[src/rtl/wb_j1_pkg.sv]
// -----------------------------------------------------------------------------
// wb_j1_pkg
// Shared definitions for the J1 system-bus arbiter and its neighbours.
//   - WB_J1_AW / WB_J1_DW : default Wishbone address / data widths
//   - WB_J1_UART_BASE     : UART window base, shared with the CPU address decode
//   - arb_state_t         : arbiter state. The encoding is chosen so that it
//                           doubles as the one-hot grant vector
//                           (bit0 = m0, bit1 = m1).
//   - arb_pick()          : round-robin choice between the two requesters
// -----------------------------------------------------------------------------
package wb_j1_pkg;

    localparam int WB_J1_AW = 16;
    localparam int WB_J1_DW = 16;

    localparam logic [15:0] WB_J1_UART_BASE = 16'hF000;

    typedef enum logic [1:0] {
        ARB_IDLE = 2'b00,
        ARB_GNT0 = 2'b01,
        ARB_GNT1 = 2'b10
    } arb_state_t;

    // On a tie the master that was NOT served last wins. The same rule also
    // covers re-arbitration after a termination: with last_m1 set to the
    // master that just finished, the other master is preferred, and the
    // finishing master is only re-granted when it is the sole requester.
    function automatic arb_state_t arb_pick(input logic req0,
                                            input logic req1,
                                            input logic last_m1);
        arb_state_t pick;
        if (req0 && req1) begin
            pick = last_m1 ? ARB_GNT0 : ARB_GNT1;
        end else if (req0) begin
            pick = ARB_GNT0;
        end else if (req1) begin
            pick = ARB_GNT1;
        end else begin
            pick = ARB_IDLE;
        end
        return pick;
    endfunction

endpackage

[src/rtl/wb_j1_arb_timeout.sv]
// -----------------------------------------------------------------------------
// wb_j1_arb_timeout
// Watchdog for the arbiter. It counts the granted cycles in which the slave
// gives neither ack nor err, and raises 'expired' once the count reaches
// TIMEOUT. The counter is exactly wide enough to hold TIMEOUT and it
// saturates there, so it cannot wrap.
// Used only in builds that define WB_ARB_TIMEOUT_EN.
// Ports:
//   clk, rst  : system clock, synchronous active-high reset
//   active    : a master currently holds the grant
//   clear     : the current grant terminates on this edge
//   stall     : no ack/err from the slave this cycle
//   expired   : count has reached TIMEOUT while granted
// -----------------------------------------------------------------------------
module wb_j1_arb_timeout #(
    parameter int TIMEOUT = 255
) (
    input  logic clk,
    input  logic rst,
    input  logic active,
    input  logic clear,
    input  logic stall,
    output logic expired
);

    localparam int CW = $clog2(TIMEOUT + 1);

    logic [CW-1:0] count;
    logic          at_limit;

    assign at_limit = (count == CW'(TIMEOUT));
    assign expired  = active & at_limit;

    // Idle time and every termination restart the count, so each new grant
    // starts from zero. Stalled granted cycles advance it up to the limit.
    always_ff @(posedge clk) begin
        if (rst || !active || clear) begin
            count <= '0;
        end else if (stall && !at_limit) begin
            count <= count + 1'b1;
        end
    end

endmodule

[src/rtl/wb_j1_arbiter.sv]
// -----------------------------------------------------------------------------
// wb_j1_arbiter
// Two-master Wishbone arbiter for the J1 system bus. m0 is the CPU data port
// and m1 is the UART loader/debug port. The shared slave bus is granted for
// one transfer at a time in round-robin order. Slave responses are routed
// only to the master that holds the grant.
// Optional build macro: WB_ARB_TIMEOUT_EN. When it is defined, a stalled
// transfer is ended with an error after TIMEOUT stalled cycles.
// Ports:
//   clk, rst                  : system clock, synchronous active-high reset
//   m0_* / m1_*               : master-side Wishbone (cyc, stb, we, adr, dat
//                               in; dat, ack, err out)
//   s_*                       : slave-side Wishbone, a combinational copy of
//                               the granted master
//   gnt_o                     : one-hot grant (bit0 = m0, bit1 = m1), 00 idle
// -----------------------------------------------------------------------------
module wb_j1_arbiter
    import wb_j1_pkg::*;
#(
    parameter int AW      = WB_J1_AW,
    parameter int DW      = WB_J1_DW,
    parameter int TIMEOUT = 255
) (
    input  logic          clk,
    input  logic          rst,
    input  logic          m0_cyc_i,
    input  logic          m0_stb_i,
    input  logic          m0_we_i,
    input  logic [AW-1:0] m0_adr_i,
    input  logic [DW-1:0] m0_dat_i,
    output logic [DW-1:0] m0_dat_o,
    output logic          m0_ack_o,
    output logic          m0_err_o,
    input  logic          m1_cyc_i,
    input  logic          m1_stb_i,
    input  logic          m1_we_i,
    input  logic [AW-1:0] m1_adr_i,
    input  logic [DW-1:0] m1_dat_i,
    output logic [DW-1:0] m1_dat_o,
    output logic          m1_ack_o,
    output logic          m1_err_o,
    output logic          s_cyc_o,
    output logic          s_stb_o,
    output logic          s_we_o,
    output logic [AW-1:0] s_adr_o,
    output logic [DW-1:0] s_dat_o,
    input  logic [DW-1:0] s_dat_i,
    input  logic          s_ack_i,
    input  logic          s_err_i,
    output logic [1:0]    gnt_o
);

    arb_state_t state;
    logic       last_m1;
    logic       req0, req1;
    logic       sel0, sel1;
    logic       cur_cyc, cur_stb;
    logic       timeout_hit;
    logic       err_any;
    logic       done;

    assign req0 = m0_cyc_i & m0_stb_i;
    assign req1 = m1_cyc_i & m1_stb_i;
    assign sel0 = (state == ARB_GNT0);
    assign sel1 = (state == ARB_GNT1);

`ifdef WB_ARB_TIMEOUT_EN
    wb_j1_arb_timeout #(
        .TIMEOUT (TIMEOUT)
    ) u_timeout (
        .clk     (clk),
        .rst     (rst),
        .active  (sel0 | sel1),
        .clear   (done),
        .stall   (~(s_ack_i | s_err_i)),
        .expired (timeout_hit)
    );
`else
    // Without the watchdog a stalled slave holds the grant indefinitely.
    // TIMEOUT only matters to the watchdog build.
    logic unused_timeout;
    assign unused_timeout = (TIMEOUT == 0);
    assign timeout_hit    = 1'b0;
`endif

    // Forward the granted master to the slave bus. When idle, or in an
    // illegal state, the bus stays quiet.
    always_comb begin
        s_cyc_o = 1'b0;
        s_stb_o = 1'b0;
        s_we_o  = 1'b0;
        s_adr_o = '0;
        s_dat_o = '0;
        cur_cyc = 1'b0;
        cur_stb = 1'b0;
        case (state)
            ARB_GNT0: begin
                s_cyc_o = m0_cyc_i;
                s_stb_o = m0_stb_i;
                s_we_o  = m0_we_i;
                s_adr_o = m0_adr_i;
                s_dat_o = m0_dat_i;
                cur_cyc = m0_cyc_i;
                cur_stb = m0_stb_i;
            end
            ARB_GNT1: begin
                s_cyc_o = m1_cyc_i;
                s_stb_o = m1_stb_i;
                s_we_o  = m1_we_i;
                s_adr_o = m1_adr_i;
                s_dat_o = m1_dat_i;
                cur_cyc = m1_cyc_i;
                cur_stb = m1_stb_i;
            end
            default: ;
        endcase
    end

    // Err (from the slave or from the watchdog) takes priority over ack, so
    // a slave that asserts both still terminates the transfer with an error.
    assign err_any  = s_err_i | timeout_hit;
    assign done     = (cur_stb & (s_ack_i | s_err_i)) | timeout_hit;

    assign m0_err_o = sel0 & m0_stb_i & err_any;
    assign m0_ack_o = sel0 & m0_stb_i & s_ack_i & ~err_any;
    assign m1_err_o = sel1 & m1_stb_i & err_any;
    assign m1_ack_o = sel1 & m1_stb_i & s_ack_i & ~err_any;

    assign m0_dat_o = s_dat_i;
    assign m1_dat_o = s_dat_i;

    // The state encoding is the grant vector itself, so gnt_o comes straight
    // from a register.
    assign gnt_o = state;

    // Arbitration FSM. On a termination it re-arbitrates directly into the
    // next grant, with no idle bubble. A master that abandons its cycle
    // before termination releases the bus without moving the round-robin
    // pointer. An unused encoding falls into the default branch with
    // cur_cyc low and recovers to idle.
    always_ff @(posedge clk) begin
        if (rst) begin
            state   <= ARB_IDLE;
            last_m1 <= 1'b1;
        end else begin
            case (state)
                ARB_IDLE: begin
                    state <= arb_pick(req0, req1, last_m1);
                end
                default: begin
                    if (!cur_cyc) begin
                        state <= ARB_IDLE;
                    end else if (done) begin
                        last_m1 <= sel1;
                        state   <= arb_pick(req0, req1, sel1);
                    end
                end
            endcase
        end
    end

endmodule

[config.mk]
export PLATFORM = sky130hd
export DESIGN_NAME = wb_j1_arbiter
export DESIGN_NICKNAME = d
export VERILOG_FILES = /design/src/rtl/wb_j1_pkg.sv /design/src/rtl/wb_j1_arb_timeout.sv /design/src/rtl/wb_j1_arbiter.sv
export SDC_FILE = /design/constraint.sdc
export NUM_CORES = 1
export LEC_CHECK = 0
export BUFFER_PORTS_ARGS = -buffer_cell sky130_fd_sc_hd__buf_4
export CORE_MARGIN = 3
export CORE_UTILIZATION = 29
export CTS_CLUSTER_SIZE = 14
export DETAILED_ROUTE_END_ITERATION = 7
export GPL_ROUTABILITY_DRIVEN = 0
export PLACE_DENSITY = 0.81
export SETUP_SLACK_MARGIN = 0.1
export SLEW_MARGIN = 5
export SYNTH_ARGS = -nofsm -noshare
export SYNTH_HDL_FRONTEND = slang
export SYNTH_SLANG_ARGS = --single-unit
[constraint.sdc]
create_clock -name clk -period 2.2 [get_ports clk]
set_input_delay 0.11 -clock clk [delete_from_list [all_inputs] [get_ports clk]]
set_output_delay 0.11 -clock clk [all_outputs]
set_load 0.05 [all_outputs]
## Word-level counts from Yosys, hierarchy flattened

Cells that the tools add are included.

- Equality and inequality tests: 3
- Muxes and demuxes: 14
- Bitwise logic cells: 14
- Reduce and logical (&&, ||, !) cells: 3

Operators by type and width:

| operator | number |
|---|---|
| $pmux 16 s2 | 2 |
| $mux 2 | 9 |
| $and 1x1->1 | 11 |
| $pmux 1 s2 | 3 |
| $ne 3x1->1 const B | 1 |
| $reduce_and 3->1 | 1 |
| $eq 2x1->1 const B | 1 |
| $eq 2x2->1 const B | 1 |
| $logic_not 2->1 | 1 |
| $not 1->1 | 2 |
| $logic_and 1x1->1 | 1 |
| $or 1x1->1 | 1 |

- Flip-flop bits (word level): 3
- Input port bits: 90
- Output and inout port bits: 73
- Word-level logic and storage cells: 36

## Longest topological paths before layout

- Depth after elaboration: 7
- Mapped depth: 7
- Gate-level depth less buffers: 6

## Worst setup path after synthesis

Ideal clock, no wire load.

- Path kind: register to register
- From: register state[0] (netlist: gnt_o[0])
- To: register state[1] (netlist: gnt_o[1])
- Library setup time: 101 ps
- Data arrival time: 2,369 ps
- Data required time: 2,099 ps
- Path slack: -270 ps
- Cell stages (with the launch flop): 6
- Buffers on the path: 0
- Clock period less this slack: 2,470 ps
- Cell sequence: dfxtp_1 -> inv_1 -> ha_1 -> nor2b_1 -> a21oi_1 -> o41ai_1

- Elaborated cells between the ends (all ways): 12
- Classes of those cells: eq/ne: 3; mux: 7; bitwise: 1; reduce/logical: 1

RTL lines:

| item | line | source |
|---|---|---|
| start, declared | wb_j1_arbiter.sv:53 | `arb_state_t state;` |
| start signal, assigned | wb_j1_arbiter.sv:148 | `state <= arb_pick(req0, req1, last_m1);` |
| start signal, assigned | wb_j1_arbiter.sv:155 | `state <= arb_pick(req0, req1, sel1);` |
| $eq 2x2->1 / $eq 2x1->1 (equally long branches) | n/a |  |
| $pmux 1 s2 (*) | n/a |  |
| via s_cyc_o | wb_j1_arbiter.sv:42 | `output logic s_cyc_o,` |
| $mux 2 | wb_j1_arbiter.sv:151 | `if (!cur_cyc) begin` |
| $mux 2 | wb_j1_arbiter.sv:146 | `case (state)` |

The timed path passes the listed nets; every way through them passes the cells marked *. The select of a mux whose other input is x is not followed.
A chain may end at the register's enable or synchronous reset.

## Worst setup path in the final report

- From: register state[0] (netlist: gnt_o[0])
- To: output port s_stb_o

- Longest elaborated chain between the ends: 2
- Elaborated cells between the ends (all ways): 3
- Classes of those cells: eq/ne: 2; mux: 1

RTL lines:

| item | line | source |
|---|---|---|
| $eq 2x2->1 | n/a |  |
| via sel1 | wb_j1_arbiter.sv:56 | `logic sel0, sel1;` |
| $pmux 1 s2 | wb_j1_arbiter.sv:96 | `case (state)` |
| end, declared | wb_j1_arbiter.sv:43 | `output logic s_stb_o,` |

The timed path passes the listed nets, and every way through them passes these cells.

==> results.txt <==
* Run status: complete, no violations
- In this run the count of I/O pins placed on the die edge is 163.
- STA puts the critical path data arrival time at 1790 ps.
- Worst clock skew: 2.30 ps
- The initial antenna violation count is 0.
- TritonCTS built the clock tree.
- Detailed-route wire length: 3.86 mm
- Overflow left after global routing: 0
* Top cell type by total area after synthesis: sky130_fd_sc_hd__a22oi_1
- The most numerous cell type found on the critical path is sky130_fd_sc_hd__buf_4.
- Leaving out fill and tap cells, the most frequent cell in the layout is sky130_fd_sc_hd__buf_4.
* Worst-skew pair later-pin latency: 240 ps
- Initial Util: between 30% and 40%
* Fmax: around 530 MHz
* First-iteration detailed-routing DRC count: 70
* Tightest Hold Check Type: in2reg
* Total cell area at the placement stage: 0.00181 mm^2
* Share of the yosys chip area belonging to registers: 5.74%
* Cell at the slowest stage of the critical path: sky130_fd_sc_hd__dfxtp_1
- After the last flow step, the layout net total stands at 322.
- The count of buffers added on input and output ports is 114.
- In the final routed layout, each cell accounts on average for ~14 um.
* Summed instance area of the synthesized netlist: between 0.001 and 0.0015 mm^2
* Vias in the first global route: between 1000 and 1500
- Core footprint: 0.00342 mm^2
- During synthesis, Yosys emitted a total of 0 warnings.
* Area enclosed by the die boundary: roughly 0.0044 mm^2
- 0 antenna diodes ended up in the layout.
- Across the VDD grid, the largest voltage drop is roughly 0.16 mV.
- The number of max-slew violations in the final report is 0.
* Commonest non-fill, non-tap cells in the layout: 122 x sky130_fd_sc_hd__buf_4, 34 x sky130_fd_sc_hd__a22oi_1, 31 x sky130_fd_sc_hd__nor2b_2
- Crit Path Class: reg2out
- Reported max-cap violation count: 0
- The area growth from synthesis to layout is 75.8%.
- Std cell rows: 21
* Net count after synthesis: 238
* Count of antenna-violating nets left after detailed routing: 0
- Share of flip-flops with an asynchronous set or reset: 0%
* Area of all placed cells without fillers: 0.00184 mm^2
* Count of instances resized after the clock tree is built: 0
- Summed over its instances, the top area cell type makes up around 24% of the synthesized netlist area.
- For this block, the via count after detailed routing is 1305.
* Gate count of the mapped netlist: 144
- On the final layout, the worst hold slack is between 60 and 70 ps.
- The cell family contributing the most delay on the critical path is buffers and inverters.
- In the routed design, unresolved DRC markers number 0.
- Number of H-tree branching levels: 1
- Cell Chain, Critical Path: inv_1 -> ha_1 -> buf_4 -> a22oi_1 -> buf_4 -> nor2b_2 -> buf_4
- At the pin with the least slew margin, the transition time is 312 ps.
- Setup violations remaining at the end of the flow were counted as 0.
* Width of the die: 66.1 um
- The number of buffers and inverters on the critical path is 4.
- For the worst setup path, the data required time is 2090 ps.
- Counting the buffers created by CTS gives 3.
- The design draws 433 uW.
* Maximum number of pins on one net before global-route repair: 37
- For this design the ratio of total power to cell area is 236 mW/mm^2.
- Die span in y: 66.1 um
- The synthesized design contains 0 enable-type register cells.
- Top FF cell, synth: sky130_fd_sc_hd__dfxtp_1
* Synth unique cells: 28
- The clock passes through at most 2 buffers.
- CTS placed an instance of sky130_fd_sc_hd__clkbuf_4 at the clock tree root.
* Number of vias per cell after detailed routing: 4.78
- After clock tree synthesis, the clock-pin slew on the worst setup and hold paths is 30 ps.
- Seq cells post-synth: 3
- Gr usage total: 16.4%
- Cells with a size suffix above 1 make up about 70% of the layout.
- Leading cell types by total area after synthesis: sky130_fd_sc_hd__a22oi_1 24%, sky130_fd_sc_hd__buf_4 24%, sky130_fd_sc_hd__nor2b_1 21%
- Post-CTS Repair Setup Buffers: 0
- DR pass1 iterations: 4
- After layout, the minimum clock period comes to 1900 ps.
- Share of the cycle needed by the critical path after routing: 86.4%
* Sum of negative setup slack: 0 ps
- Worst Setup Start Kind: flip-flop
* Final core occ: 53.8%
- The final-report hold violation count came to 0.
* HPWL Detailed: 3.12 mm
- Sort of element at the end of the critical path: primary output
* CTS sink cnt: 3
- Static leakage power: 0.000822 uW
* Worst slew slack as a fraction of its limit: 79.0%
- Stage delay of the slowest cell on the critical path: 370 ps
* Setup repair after global routing missed its margin: no
- Buffers inserted to repair hold after CTS numbered 0.
- After synthesis, the mean cell area works out to between 7 and 8 um^2.
* Wire length of the first global-routing pass: 5.70 mm
* Largest driver fanout on the critical path: 12
## cell families (layout without fill, tap and decap cells)
kind of cell    Yosys count  count (layout)  synth area share [%]
flops                     3               3                  5.74
mux                       1               1                 0.957
simple gates             48              48                  29.3
fa+ha+maj                 4               4                  4.78
compound gates           43              43                  31.1
buf+inv                  45             128                  28.1
## area by class of cell
class | instances | area (um^2)
clock buffer | 4 | 26.3
tap | 46 | 57.6
sequential | 3 | 60.1
inverter | 2 | 7.51
multi-input combinational | 96 | 772
timing repair buffer | 122 | 916
fill | 347 | 1580
## worst paths after layout
kind | startpoint | endpoint | slack (ps) | cells after the start
min reg2reg | last_m1 | last_m1 | 520 | 2
max reg2reg | gnt_o[0] | gnt_o[1] | 330 | 7
max | gnt_o[0] | s_stb_o | 300 | 7
min | rst | gnt_o[0] | 60 | 2
## Yosys cell counts, types with 2 or more instances
master                     count
sky130_fd_sc_hd__a22oi_1      34
sky130_fd_sc_hd__and3_1        2
sky130_fd_sc_hd__and4b_1       2
sky130_fd_sc_hd__buf_1         2
sky130_fd_sc_hd__buf_4        33
sky130_fd_sc_hd__clkbuf_1      7
sky130_fd_sc_hd__dfxtp_1       3
sky130_fd_sc_hd__ha_1          4
sky130_fd_sc_hd__inv_1         2
sky130_fd_sc_hd__nand2_1       2
sky130_fd_sc_hd__nor2_1        2
sky130_fd_sc_hd__nor2b_1      35
## registers in the layout, indices dropped and copies added, names as in the netlist
register  count
gnt_o         2
last_m1       1
## power breakdown
part	switching [uW]	internal [uW]	leakage (uW)
clock	30.5	68.1	0.0000150
sequential	1.55	56.3	0.0000244
combinational	126	151	0.000783
total	158	275	0.000822
## worst register-to-register path, stage by stage, from the launching register on
cell	delay, ps
sky130_fd_sc_hd__dfxtp_1	370
sky130_fd_sc_hd__inv_1	100
sky130_fd_sc_hd__ha_1	310
sky130_fd_sc_hd__buf_4	230
sky130_fd_sc_hd__o21ai_0	170
sky130_fd_sc_hd__nor2_2	110
sky130_fd_sc_hd__or4_1	420
sky130_fd_sc_hd__o41ai_1	70
## per-stage QoR
step                cells  setup slack [ps]
floorplan             144             -25.7
global placement      269               344
detailed placement    269               267
CTS                   273               255
global route          273               116
finish                273               299
## per-layer routing
metal	vias to the layer above	GRT usage (%)	part of all wire, %
met1	570	17.4	35
met3	6	3.91	14
met2	77	30.9	51
met4	0	6.09	0.70
met5	-	0	0
li1	652	-	-
No activity file was read; power rests on OpenSTA's default activity.
